<file path="config.mk">
export PLATFORM = sky130hd
export DESIGN_NAME = div_request_arbiter
export DESIGN_NICKNAME = d
export VERILOG_FILES = /design/src/rtl/div_request_arbiter.sv
export SDC_FILE = /design/constraint.sdc
export NUM_CORES = 1
export LEC_CHECK = 0
export CAP_MARGIN = 15
export CORE_MARGIN = 5
export CORE_UTILIZATION = 35
export DETAILED_ROUTE_END_ITERATION = 10
export PLACE_DENSITY = 0.81
export SLEW_MARGIN = 20
export SYNTH_ARGS = -nofsm -noshare
export SYNTH_HDL_FRONTEND = slang
export SYNTH_SLANG_ARGS = --single-unit
</file>
<file path="constraint.sdc">
create_clock -name clk -period 2 [get_ports clk]
set_input_delay 0.4 -clock clk [delete_from_list [all_inputs] [get_ports clk]]
set_output_delay 0.4 -clock clk [all_outputs]
set_load 0.03 [all_outputs]
</file>
<file path="src/rtl/div_request_arbiter.sv">
// div_request_arbiter: two-port round-robin front end for a shared iterative
// divider. Latches one DIV/DIVU/REM/REMU request, sequences the divider
// start/done handshake and returns the quotient or remainder to the requester.
// Optional feature macro DIV_BYPASS_EN: resolve divide-by-zero and signed
// overflow locally without starting the divider.
module div_request_arbiter #(
    parameter int unsigned PARALLELISM = 32
) (
    input  logic                   clk,
    input  logic                   rst_n,
    input  logic                   req0_valid,
    output logic                   req0_ready,
    input  logic [1:0]             req0_op,
    input  logic [PARALLELISM-1:0] req0_dividend,
    input  logic [PARALLELISM-1:0] req0_divisor,
    output logic                   rsp0_valid,
    input  logic                   rsp0_ready,
    output logic [PARALLELISM-1:0] rsp0_data,
    input  logic                   req1_valid,
    output logic                   req1_ready,
    input  logic [1:0]             req1_op,
    input  logic [PARALLELISM-1:0] req1_dividend,
    input  logic [PARALLELISM-1:0] req1_divisor,
    output logic                   rsp1_valid,
    input  logic                   rsp1_ready,
    output logic [PARALLELISM-1:0] rsp1_data,
    output logic                   div_valid,
    output logic                   div_usigned,
    output logic [PARALLELISM-1:0] div_dividend,
    output logic [PARALLELISM-1:0] div_divisor,
    input  logic [PARALLELISM-1:0] div_quotient,
    input  logic [PARALLELISM-1:0] div_reminder,
    input  logic                   div_res_ready
);

    typedef enum logic [1:0] {IDLE, ISSUE, WAIT, RESP} state_t;

    state_t                 state, state_nxt;
    logic                   last_grant, grant_id;
    logic [1:0]             op_r;
    logic [PARALLELISM-1:0] dividend_r, divisor_r, result_r;

    logic                   grant_sel, accept, rsp_ready_sel;
    logic [1:0]             sel_op;
    logic [PARALLELISM-1:0] sel_dividend, sel_divisor;
    logic                   byp_hit;
    logic [PARALLELISM-1:0] byp_result;

    // Round-robin pick: on a tie the port not served last wins
    always_comb begin
        grant_sel    = (req0_valid && req1_valid) ? ~last_grant : req1_valid;
        sel_op       = grant_sel ? req1_op       : req0_op;
        sel_dividend = grant_sel ? req1_dividend : req0_dividend;
        sel_divisor  = grant_sel ? req1_divisor  : req0_divisor;
    end

`ifdef DIV_BYPASS_EN
    localparam logic [PARALLELISM-1:0] MOST_NEG = {1'b1, {(PARALLELISM-1){1'b0}}};

    // Locally resolvable corner cases, RISC-V results
    always_comb begin
        byp_hit    = 1'b0;
        byp_result = '0;
        if (sel_divisor == '0) begin
            byp_hit    = 1'b1;
            byp_result = sel_op[1] ? sel_dividend : '1;
        end else if (!sel_op[0] && sel_dividend == MOST_NEG && sel_divisor == '1) begin
            byp_hit    = 1'b1;
            byp_result = sel_op[1] ? '0 : sel_dividend;
        end
    end
`else
    assign byp_hit    = 1'b0;
    assign byp_result = '0;
`endif

    assign rsp_ready_sel = grant_id ? rsp1_ready : rsp0_ready;

    // FSM state register
    always_ff @(posedge clk or negedge rst_n) begin
        if (!rst_n) state <= IDLE;
        else        state <= state_nxt;
    end

    // FSM next state and handshake outputs
    always_comb begin
        state_nxt  = state;
        req0_ready = 1'b0;
        req1_ready = 1'b0;
        rsp0_valid = 1'b0;
        rsp1_valid = 1'b0;
        div_valid  = 1'b0;
        accept     = 1'b0;
        case (state)
            IDLE: begin
                // Ready is gated by rst_n so every output reads 0 while reset is held
                req0_ready = rst_n && req0_valid && !grant_sel;
                req1_ready = rst_n && req1_valid && grant_sel;
                accept     = req0_ready || req1_ready;
                if (accept) state_nxt = byp_hit ? RESP : ISSUE;
            end
            ISSUE: begin
                div_valid = 1'b1;
                state_nxt = WAIT;
            end
            WAIT: begin
                if (div_res_ready) state_nxt = RESP;
            end
            RESP: begin
                rsp0_valid = !grant_id;
                rsp1_valid = grant_id;
                if (rsp_ready_sel) state_nxt = IDLE;
            end
            default: state_nxt = IDLE;
        endcase
    end

    // Request latch, result capture and round-robin history
    always_ff @(posedge clk or negedge rst_n) begin
        if (!rst_n) begin
            op_r       <= '0;
            dividend_r <= '0;
            divisor_r  <= '0;
            result_r   <= '0;
            grant_id   <= 1'b0;
            last_grant <= 1'b1;
        end else begin
            if (accept) begin
                op_r       <= sel_op;
                dividend_r <= sel_dividend;
                divisor_r  <= sel_divisor;
                grant_id   <= grant_sel;
                if (byp_hit) result_r <= byp_result;
            end
            if (state == WAIT && div_res_ready)
                result_r <= op_r[1] ? div_reminder : div_quotient;
            if (state == RESP && rsp_ready_sel)
                last_grant <= grant_id;
        end
    end

    assign div_usigned  = op_r[0];
    assign div_dividend = dividend_r;
    assign div_divisor  = divisor_r;
    assign rsp0_data    = result_r;
    assign rsp1_data    = result_r;

endmodule

</file>
==> flow_summary.ini <==
[placed_design]
dpl-instance-area_sq_mm = 0.00848
place_congestion = 0.820
port_buffers = 336
post-dp-hpwl_um = 14200

[run_status]
outcome = completed

[layout]
fin_area_sq_mm = 0.00879
utilization = 0.628
most-common-layout-cells = clkdlybuf4s50_1 (329), mux2i_1 (100), dfrtp_1 (100)
nets = 999
drive_above_1_share = 0.0616
fillerInstances = 1131
layout-area-overhead-vs-synth_pct = 74.1
layout_commonest_cell = clkdlybuf4s50_1

[routing]
wl_met2_um = 9490
vias = 4588
ant_nets = 0
drc = 0
first_pass_iters = 4
wl_met3_um = 1260
highest_layer = met4
drt-met1-wl_um = 6230
routed_wl_um = 17300
drt-wirelength-per-cell_um = 17.7
drt_iter0_markers = 105
vias_per_cell = 4.70

[clocking]
cts_tree = yes
clock_sinks = 102
cts_setup_buffers = 0
insertion_delay_ns = 0.34
clockRootBuffer = clkbuf_16
clk_pin_slew_ns = 0.07
numCtsBuffers = 9
clock_path_buffers = 2
htreeDepth = 3

[synthesis]
syn-num-nets = 696
synth_seq_area_share = 0.506
synth_seq_cells = 102
ys.warnings.count = 0
synth.area.top_cells = dfrtp_1 (50%), mux2i_1 (20%), o21ai_1 (6.6%)
synth.top_cell.area_share = 0.501
syn_avg_cell_area_sq_um = 10.3
synth_top_area_cell = dfrtp_1
syn-cell-area_sq_mm = 0.00505
syn-instance-count = 488
synth.distinct_cells = 23

[timing]
worstMarginPinSlew_ns = 0.835
fin_crit_ns = 1.95
relSlewSlack = 0.443
setup_viol = 0
setup_tns_ns = 0
fmax_ghz = 0.514
slew_violations = 0
hold_violations = 0
hold_slack_ns = 0.249
fin_crit_sh = 0.973
rsz0062_at_grt = no
clock_skew_ns = 0.00799

[floorplan]
fp-row-count = 43
die_y_um = 130
start_util = 0.361
die_x_um = 130
coreArea_sq_mm = 0.0140
die_area_sq_mm = 0.0169
io_pins = 337

[worst_setup_path]
cp_data_required_time_ns = 1.60
worstSetupStartpoint = req1_valid
worstSetupStartpointType = primary input
reg2reg_to = state[1]
r2r_setup_slack_ns = 0.44
cp.arrival_ns = 1.55
path_class = in -> out
reg2reg_from = state[0]
rr_worst_depth = 5
critPathCaptureType = output pin
cp_max_fo = 12

[power]
irDropWorstVdd_uv = 814
total_power_mw = 13.5
power_density_mw_per_mm2 = 1530
p_leak_nw = 3.83

[flow_run]
cap_viol_max_count = 0

[worst_hold_path]
hold_path_class = in -> async

[grt]
grt_max_degree = 89
grt_overflow_total = 0
track_usage = 0.199
antenna_found_initial = 1
grt_pass1_vias = 4993
grt_first_pass_wirelength_um = 26000
==> per-stage QoR <==
stage,std cells,worst slack [ns]
finish,977,0.0536
global route,977,0.00257
CTS,976,0.00286
detailed placement,959,0.0272
global placement,959,0.0823
floorplan,488,0.177
==> cell usage after synthesis <==
cell,number
dfrtp_1,101
mux2i_1,100
nand2_1,67
o21ai_1,67
buf_4,37
nor2_1,35
a21oi_1,34
buf_2,15
clkbuf_1,10
ha_1,5
and2_1,2
buf_12,2
inv_1,2
nor2b_1,2
a21boi_1,1
a21o_1,1
a221oi_2,1
and3_1,1
buf_8,1
dfstp_2,1
mux2_1,1
nand3_1,1
o211ai_2,1
==> repair_timing <==
| item | 4_1_cts | 5_1_grt |
|---|---|---|
| hold buffers | 1 | 0 |
| endpoints found under the hold margin | 14 | 0 |
| resized for setup | 6 | 6 |
| setup endpoints to repair | 4 | 3 |
==> where the power goes <==
| part | total [mW] | internal [mW] | switching [mW] |
|---|---|---|---|
| clock | 1.67 | 0.917 | 0.754 |
| sequential | 3.77 | 3.04 | 0.729 |
| combinational | 8.04 | 3.50 | 4.53 |
| total | 13.5 | 7.46 | 6.01 |
==> per-layer routing <==
layer,up-vias,track usage
li1,2237,-
met3,25,0.0651
met2,180,0.372
met5,-,0
met1,2146,0.211
met4,0,0.0617
==> critical path, stage by stage <==
cell	delay, ns
clkdlybuf4s50_1	0.50
a21boi_4	0.24
buf_12	0.17
nor2_1	0.07
buf_4	0.17
==> sequential cells by signal, summed over array words and instances (netlist names) <==
register / cells
div_dividend: 32
last_grant: 1
div_divisor: 32
state: 2
grant_id: 1
rsp0_data: 32
op_r: 2
==> worst max path at each step <==
stage	endpoint	slack (ns)	cells after the start
floorplan	req0_ready	0.18	5
global placement	req0_ready	0.08	5
detailed placement	req0_ready	0.03	5
CTS	req0_ready	0.003	5
global route	req0_ready	0.003	5
finish	req0_ready	0.05	5
==> cell families (layout without fill, tap and decap cells) <==
family | Yosys count | after routing | share of synthesized area
AO/OA/AOI/OAI | 105 | 105 | 0.109
AND/OR/NAND/NOR | 108 | 108 | 0.0830
buffers and inverters | 67 | 375 | 0.0897
multiplexers | 101 | 101 | 0.200
other | 0 | 1 | 0
flip-flops | 102 | 102 | 0.506
adder cells (fa/ha/maj) | 5 | 5 | 0.0124
==> area by class of cell <==
| class | instances | area [sq um] | area share |
|---|---|---|---|
| antenna | 1 | 2.50 | 0.000285 |
| clock inverter | 4 | 30.0 | 0.00342 |
| sequential | 102 | 2550 | 0.291 |
| timing repair buffer | 357 | 3640 | 0.414 |
| tap | 180 | 225 | 0.0256 |
| clock buffer | 12 | 256 | 0.0292 |
| multi-input combinational | 319 | 2080 | 0.236 |
| inverter | 2 | 7.51 | 0.000854 |
Note: power is estimated with default switching activity, not from simulation.
